[src/rtl/alu_arbiter.sv]
// Round-robin arbiter sharing one combinational ALU between two valid/ready requesters.
// Latency: accept -> EXEC (1 cycle, ALU inputs registered) -> RESP, so rsp_valid is seen 2 cycles after req_ready.
// Backpressure: one op in flight; RESP holds until the owner's rsp_ready, and no request is accepted before then.
//
// Ports: req_*_0/1 request channels (valid/ready, op, a, b); rsp_*_0/1 response channels sharing rsp_result;
//        alu_ctrl/alu_src_a/alu_src_b drive the ALU, alu_result returns from it; busy = not IDLE.
module alu_arbiter #(
    parameter int WIDTH = 32,
    parameter int OPW   = 4
) (
    input  logic             clk,
    input  logic             resetn,
    input  logic             req_valid_0,
    input  logic             req_valid_1,
    output logic             req_ready_0,
    output logic             req_ready_1,
    input  logic [OPW-1:0]   req_op_0,
    input  logic [OPW-1:0]   req_op_1,
    input  logic [WIDTH-1:0] req_a_0,
    input  logic [WIDTH-1:0] req_a_1,
    input  logic [WIDTH-1:0] req_b_0,
    input  logic [WIDTH-1:0] req_b_1,
    output logic             rsp_valid_0,
    output logic             rsp_valid_1,
    input  logic             rsp_ready_0,
    input  logic             rsp_ready_1,
    output logic [WIDTH-1:0] rsp_result,
    output logic [OPW-1:0]   alu_ctrl,
    output logic [WIDTH-1:0] alu_src_a,
    output logic [WIDTH-1:0] alu_src_b,
    input  logic [WIDTH-1:0] alu_result,
    output logic             busy
);

    typedef enum logic [1:0] {
        IDLE = 2'd0,
        EXEC = 2'd1,
        RESP = 2'd2
    } state_t;

    state_t           state_q, state_d;
    logic             last_grant_q, last_grant_d;
    logic             owner_q, owner_d;
    logic [OPW-1:0]   alu_ctrl_q, alu_ctrl_d;
    logic [WIDTH-1:0] src_a_q, src_a_d;
    logic [WIDTH-1:0] src_b_q, src_b_d;
    logic [WIDTH-1:0] rsp_result_q, rsp_result_d;

    logic gnt_0, gnt_1;
    logic accept;
    logic rsp_hs;

    // Under contention the requester that did not win last time is granted;
    // last_grant resets to 1 so requester 0 wins the first contest.
    always_comb begin
        gnt_0 = req_valid_0 && (!req_valid_1 || last_grant_q);
        gnt_1 = req_valid_1 && (!req_valid_0 || !last_grant_q);
    end

    // resetn gates ready so nothing looks accepted while reset is held.
    assign req_ready_0 = resetn && (state_q == IDLE) && gnt_0;
    assign req_ready_1 = resetn && (state_q == IDLE) && gnt_1;
    assign accept      = req_ready_0 || req_ready_1;
    // Only the owner's rsp_ready completes the response.
    assign rsp_hs      = (state_q == RESP) && (owner_q ? rsp_ready_1 : rsp_ready_0);

    always_comb begin
        state_d      = state_q;
        last_grant_d = last_grant_q;
        owner_d      = owner_q;
        alu_ctrl_d   = alu_ctrl_q;
        src_a_d      = src_a_q;
        src_b_d      = src_b_q;
        rsp_result_d = rsp_result_q;
        case (state_q)
            IDLE: begin
                if (accept) begin
                    state_d      = EXEC;
                    owner_d      = gnt_1;
                    last_grant_d = gnt_1;
                    alu_ctrl_d   = gnt_1 ? req_op_1 : req_op_0;
                    src_a_d      = gnt_1 ? req_a_1  : req_a_0;
                    src_b_d      = gnt_1 ? req_b_1  : req_b_0;
                end
            end
            EXEC: begin
                // ALU inputs have been stable for a full cycle; capture its output.
                rsp_result_d = alu_result;
                state_d      = RESP;
            end
            RESP: begin
                if (rsp_hs) begin
                    state_d = IDLE;
                end
            end
            default: begin
                state_d = IDLE;
            end
        endcase
    end

    always_ff @(posedge clk or negedge resetn) begin
        if (!resetn) begin
            state_q      <= IDLE;
            last_grant_q <= 1'b1;
            owner_q      <= 1'b0;
            alu_ctrl_q   <= '0;
            src_a_q      <= '0;
            src_b_q      <= '0;
            rsp_result_q <= '0;
        end else begin
            state_q      <= state_d;
            last_grant_q <= last_grant_d;
            owner_q      <= owner_d;
            alu_ctrl_q   <= alu_ctrl_d;
            src_a_q      <= src_a_d;
            src_b_q      <= src_b_d;
            rsp_result_q <= rsp_result_d;
        end
    end

    assign alu_ctrl    = alu_ctrl_q;
    assign alu_src_a   = src_a_q;
    assign alu_src_b   = src_b_q;
    assign rsp_result  = rsp_result_q;
    assign rsp_valid_0 = (state_q == RESP) && !owner_q;
    assign rsp_valid_1 = (state_q == RESP) && owner_q;
    assign busy        = (state_q != IDLE);

endmodule

[config.mk]
export PLATFORM = sky130hd
export DESIGN_NAME = alu_arbiter
export DESIGN_NICKNAME = d
export VERILOG_FILES = /design/src/rtl/alu_arbiter.sv
export SDC_FILE = /design/constraint.sdc
export NUM_CORES = 1
export LEC_CHECK = 0
export BUFFER_PORTS_ARGS = -buffer_cell sky130_fd_sc_hd__clkbuf_2
export CAP_MARGIN = 20
export CELL_PAD_IN_SITES_DETAIL_PLACEMENT = 2
export CELL_PAD_IN_SITES_GLOBAL_PLACEMENT = 2
export CORE_ASPECT_RATIO = 1.25
export CORE_MARGIN = 4
export CORE_UTILIZATION = 26
export CTS_BUF_LIST = sky130_fd_sc_hd__clkbuf_8
export CTS_CLUSTER_DIAMETER = 30
export DETAILED_ROUTE_END_ITERATION = 16
export PLACE_DENSITY = 0.89
export SLEW_MARGIN = 5
export SYNTH_ARGS = -nofsm -noshare
export SYNTH_HDL_FRONTEND = slang
export SYNTH_SLANG_ARGS = --single-unit
[constraint.sdc]
create_clock -name clk -period 1.9 [get_ports clk]
set_input_delay 0.095 -clock clk [delete_from_list [all_inputs] [get_ports clk]]
set_output_delay 0.095 -clock clk [all_outputs]
set_load 0.01 [all_outputs]
==> impl_metrics.ini, run 1 <==
[sta]
finalClockSkew_ns = 0.0129
max_clock_freq_mhz = 567
fin_crit_ns = 1.76
hold_violations = 0
max_slew.worst_pin.slew_ns = 0.943
hold_ws_ns = 0.0289
max-slew-margin-rel_pct = 36.9
finalSetupViolations = 0
period_share_pct = 92.9
drv_slew = 0

[final_layout]
multiInputGateArea_um2 = 1710
finalCoreUtilization_pct = 43.5
fill_cells = 1752
finalInstanceArea_um2 = 7330
area.growth.synth_to_final_pct = 64.5
nNetsFinal = 868
final_common_cell = clkbuf_2
layout_common_cells = clkbuf_2 (277), dlygate4sd3_1 (102), dfrtp_1 (101), or3_1 (68), o221a_2 (59)
drive_gt1_share_pct = 58.1
regArea_um2 = 2610

[setup_path]
cp_num_buf_inv = 5
cp_data_arrival_time_ns = 1.67
critPathTopFamily = buffers and inverters
critical_path_peak_fanout = 37
crit_chain = dlygate4sd3_1, buf_6, nor3b_4, nand3_2, buf_12, inv_1, clkbuf_2
startpoint_type = input port
critPathMaxStageDelay_ns = 0.60
cp-end-kind = output pin
cp_slowest_cell = dlygate4sd3_1
crit_type = in -> out
required_ns = 1.80

[clocking]
cts_setup_buffers = 0
cts_tree = yes
insertion_delay_ns = 0.38
numCtsBuffers = 9
root_buffer = clkbuf_8
cts.path.max_buffers = 2
htree_levels = 3
cts.sinks = 104
cts.clk_slew.worst_paths_ns = 0.10

[global_route]
track_usage_pct = 21.3
overflow = 0
grt_pass1_wl_mm = 31.8
antenna_found_initial = 6
grt-busiest-layer = met2
use_met3_pct = 4.77
grt_max_degree = 57
use_met2_pct = 41.0
grt_pass1_vias = 5333
met1_usage_pct = 21.4

[route]
wirelength_mm = 21.3
firstDrtPassIters = 4
ant_nets = 0
num_vias = 4546
drc = 0
drtIter0Drc = 136
post_drt_wl_per_cell_um = 23.1
avgViaCountPerCell = 4.93

[yosys]
avgSynthCellArea_um2 = 13.8
netlist_area_um2 = 4460
syn_inst = 324
syn_nets = 498
synth-seq-cells = 104
synthTopCellsByArea = dfrtp_1 (58%), o221a_2 (15%), or3_1 (9.5%)
synth_top_cell_by_area = dfrtp_1
synth-seq-area-share_pct = 58.4
synth.top_cell.area_share_pct = 57.8
synthDistinctLibCells = 23
ys_warn_count = 0

[place]
placed_cell_area_um2 = 6100
port_buffers = 278
dpl.hpwl_mm = 13.5
routabilityCongestion = 0.835

[die]
dieArea_um2 = 19300
die_x_um = 125
die_h_um = 154
io_pins = 279
coreArea_um2 = 16800
start_util_pct = 26.5
placementRows = 53

[run]
max-cap-violations = 0

[status]
status = completed

[power]
p_per_area_nw_per_um2 = 1330
p_leak_uw = 0.00338
power_uw = 9740
ir_worst_vdd_mv = 0.496

[hold_path]
hold_class = in -> reg
[sequential cells by signal (all words and copies together) (netlist names)]
name,flops
alu_src_b,32
state_q,2
alu_src_a,32
rsp_result,32
last_grant_q,1
alu_ctrl,4
owner_q,1
[logic make-up after synthesis]
logic type      share of synthesized area [%]
compound gates                           17.7
buf+inv                                  3.73
flops                                    58.4
mux                                      8.34
simple gates                             11.9
[power breakdown]
group | switching [uW] | internal, uW
clock network | 854 | 495
registers | 754 | 3290
logic | 2160 | 2180
total | 3770 | 5970
[Yosys cell counts (all sizes together)]
cell and n:
a22o 1, buf 13, clkbuf 20, dfrtp 103, dfstp 1, inv 2, mux2 33, nand2 3
nand2b 2, nand3 1, nand4bb 1, nor2 3, nor2b 1, nor3b 1, o21a 1, o21ai 1
o221a 68, or2 1, or3 68
[routing by layer]
layer  share of wire (%)  routed length (um)
met1                  34                7300
met2                  56               11900
met3                 5.3                1130
met4                 4.7                1000
met5                0.12                  26
[per-stage QoR]
stage | std cells | setup slack, ns | setup TNS [ns]
2_1_floorplan | 324 | 0.502 | 0
5_1_grt | 923 | -0.0112 | -0.0112
3_5_place_dp | 800 | 0.0569 | 0
3_3_place_gp | 800 | 0.166 | 0
6_report | 923 | 0.135 | 0
4_1_cts | 915 | 0.00565 | 0
[worst paths after layout]
check,startpoint,to,slack (ns),cells after the start
worst max-delay path,resetn,req_ready_1,0.14,7
worst min-delay path,req_a_1[14],alu_src_a[14]$_DFFE_PN0P_,0.03,2
worst max register to register,last_grant_q$_DFFE_PN1P_,alu_src_b[22]$_DFFE_PN0P_,0.27,3
worst min register to register,rsp_result[26]$_DFFE_PN0N_,rsp_result[26]$_DFFE_PN0N_,0.52,1
max in group asynchronous,resetn,alu_src_a[20]$_DFFE_PN0P_,0.82,3
min in group asynchronous,resetn,state_q[1]$_DFFE_PN0P_,0.14,2
[repair_timing]
action / 4_1_cts / 5_1_grt
gates resized for setup: 0 / 6
pin swaps: 1 / 1
gates cloned: 0 / 1
hold endpoints to repair: 201 / 3
hold buffers: 99 / 3
endpoints found under the setup margin: 1 / 33
[layout make-up]
type	instances	share of cell area [%]
repair buffers	391	34.8
flip-flops and latches	104	35.5
clock inverters	7	0.751
diodes	4	0.136
clock buffers	9	1.69
multi-input cells	186	23.3
well taps	220	3.75
inverters	2	0.102
Note: power is estimated with default switching activity, not from simulation.
==> run 2, diff against run 1 <==
--- a/config.mk
+++ b/config.mk
@@ -11,11 +11,12 @@
 export CELL_PAD_IN_SITES_GLOBAL_PLACEMENT = 2
 export CORE_ASPECT_RATIO = 1.25
 export CORE_MARGIN = 4
-export CORE_UTILIZATION = 26
+export CORE_UTILIZATION = 24
 export CTS_BUF_LIST = sky130_fd_sc_hd__clkbuf_8
 export CTS_CLUSTER_DIAMETER = 30
 export DETAILED_ROUTE_END_ITERATION = 16
-export PLACE_DENSITY = 0.89
+export PLACE_DENSITY_LB_ADDON = 0.1
+export SKIP_CTS_REPAIR_TIMING = 1
 export SLEW_MARGIN = 5
 export SYNTH_ARGS = -nofsm -noshare
 export SYNTH_HDL_FRONTEND = slang
==> constraint.sdc (replaced) <==
create_clock -name clk -period 1.6 [get_ports clk]
set_input_delay 0.08 -clock clk [delete_from_list [all_inputs] [get_ports clk]]
set_output_delay 0.08 -clock clk [all_outputs]
set_load 0.01 [all_outputs]
==> impl_metrics.ini, run 2 (synthesized netlist as in run 1, its figures left out) <==
[hold_path]
hold_class = in -> async

[setup_path]
crit_chain = nand4bb_4, buf_12, clkbuf_16, or3_1, o221a_2
crit_type = reg -> reg
rr_endpoint = alu_src_b[3]$_DFFE_PN0P_
setup.worst_path.end = alu_src_b[3]$_DFFE_PN0P_
critPathMaxStageDelay_ns = 0.45
startpoint_type = flop
cp-end-kind = flop
critical_path_peak_fanout = 7
critPathLaunch = state_q[0]$_DFFE_PN0P_
cp_slowest_cell = dfrtp_2
required_ns = 1.87
r2r_slack_ns = -0.05
r2r_cells = 5
cp_data_arrival_time_ns = 1.92
reg2reg_from = state_q[0]$_DFFE_PN0P_

[die]
die_x_um = 130
io_pins = 279
start_util_pct = 24.5
coreArea_um2 = 18200
dieArea_um2 = 20800
placementRows = 55
die_h_um = 160

[place]
port_buffers = 278
placed_cell_area_um2 = 6190
dpl.cell_count = 811
dpl.hpwl_mm = 13.2
routabilityCongestion = 0.783

[clocking]
insertion_delay_ns = 0.38
cts.sinks = 104
htree_levels = 3
cts.clk_slew.worst_paths_ns = 0.10
cts.path.max_buffers = 2
cts_tree = yes
root_buffer = clkbuf_8
numCtsBuffers = 9

[route]
avgViaCountPerCell = 4.76
drc = 0
drtIter0Drc = 175
firstDrtPassIters = 4
num_vias = 4518
wirelength_mm = 20.6
ant_nets = 0
post_drt_wl_per_cell_um = 21.7

[final_layout]
finalInstanceArea_um2 = 7810
layout_common_cells = clkbuf_2 (275), dfrtp_1 (101), dlygate4sd3_1 (100), or3_1 (64), o221a_2 (55)
drive_gt1_share_pct = 60.5
area.growth.synth_to_final_pct = 75.2
diodes = 0
final_common_cell = clkbuf_2
nNetsFinal = 891
fin_cells = 950

[power]
ir_worst_vdd_mv = 0.464
clockPowerShare_pct = 15.8
p_leak_uw = 0.00362
pwr-share-seq_pct = 38.7
p_sw_share_pct = 36.2
p_switching_uw = 4410
p_per_area_nw_per_um2 = 1560
power.internal_uw = 7780
p_comb_share_pct = 45.5

[sta]
finalSetupViolations = 48
rsz0062_at_grt = yes
finalClockSkew_ns = 0.0107
period_share_pct = 103
hold_violations = 43
max-slew-margin-rel_pct = 49.4
hold_ws_ns = -0.149
fin_crit_ns = 1.65
max_slew.worst_pin.slew_ns = 0.757
setup_slack_ns = -0.0518
max_clock_freq_mhz = 605
drv_slew = 0

[global_route]
overflow = 0
track_usage_pct = 16.5
grt_pass1_vias = 4678
grt_max_degree = 55
antenna_found_initial = 0
grt_pass1_wl_mm = 26.5

[status]
violations = hold timing, setup timing
status = complete, but fails checks

[run]
max-cap-violations = 0
[run 2: layout make-up]
type,count,area (um2)
Clock buffer,10,138
Clock inverter,6,90.1
Fill cell,1898,10400
Inverter,2,12.5
Multi-Input combinational cell,186,1780
Sequential cell,104,2610
Tap cell,228,285
Timing Repair Buffer,414,2900
[run 2: worst max-delay path, delay by kind of cell (launching register included)]
kind            cells  cell delay, ns
buf+inv             2            0.34
compound gates      1            0.13
flops               1            0.45
simple gates        2            0.62
[run 2: layer usage]
metal | vias up | share of wire [%] | track usage, %
met4 | 0 | 1.7 | 5.34
li1 | 2049 | - | -
met5 | - | 0 | 0
met1 | 2278 | 37 | 18.7
met3 | 24 | 6.0 | 4.86
met2 | 167 | 55 | 29.5
[run 2: per-stage QoR]
step | total power, uW | TNS (ns) | util [%] | worst slack [ns]
detailed placement | 9720 | 0 | 34.1 | 0.0458
global route | 13000 | -4.43 | 43.0 | -0.135
global placement | 9520 | 0 | 34.1 | 0.0942
CTS | 11700 | -0.508 | 35.3 | -0.289
finish | 12200 | -1.04 | 43.0 | -0.0518
floorplan | 7210 | 0 | - | 0.202
[run 2: power groups by stage]
stage / logic (uW) / clock network (uW) / registers, uW
2_1_floorplan: 2020 / 0 / 5180
3_3_place_gp: 4860 / 0 / 4660
3_5_place_dp: 5000 / 0 / 4720
4_1_cts: 4980 / 2010 / 4690
5_1_grt: 5960 / 2130 / 4900
6_report: 5550 / 1930 / 4720
[run 2: how the worst min path moves through the flow]
| stage | startpoint | end | slack (ns) | depth (start not counted) |
|---|---|---|---|---|
| detailed placement | resetn | state_q[1]$_DFFE_PN0P_ | 0.12 | 2 |
| global route | resetn | rsp_result[22]$_DFFE_PN0N_ | -0.12 | 2 |
| global placement | resetn | state_q[0]$_DFFE_PN0P_ | 0.11 | 2 |
| CTS | resetn | alu_src_a[5]$_DFFE_PN0P_ | -0.32 | 2 |
| finish | resetn | alu_src_b[0]$_DFFE_PN0P_ | -0.15 | 2 |
| floorplan | resetn | alu_ctrl[0]$_DFFE_PN0P_ | -0.22 | 0 |
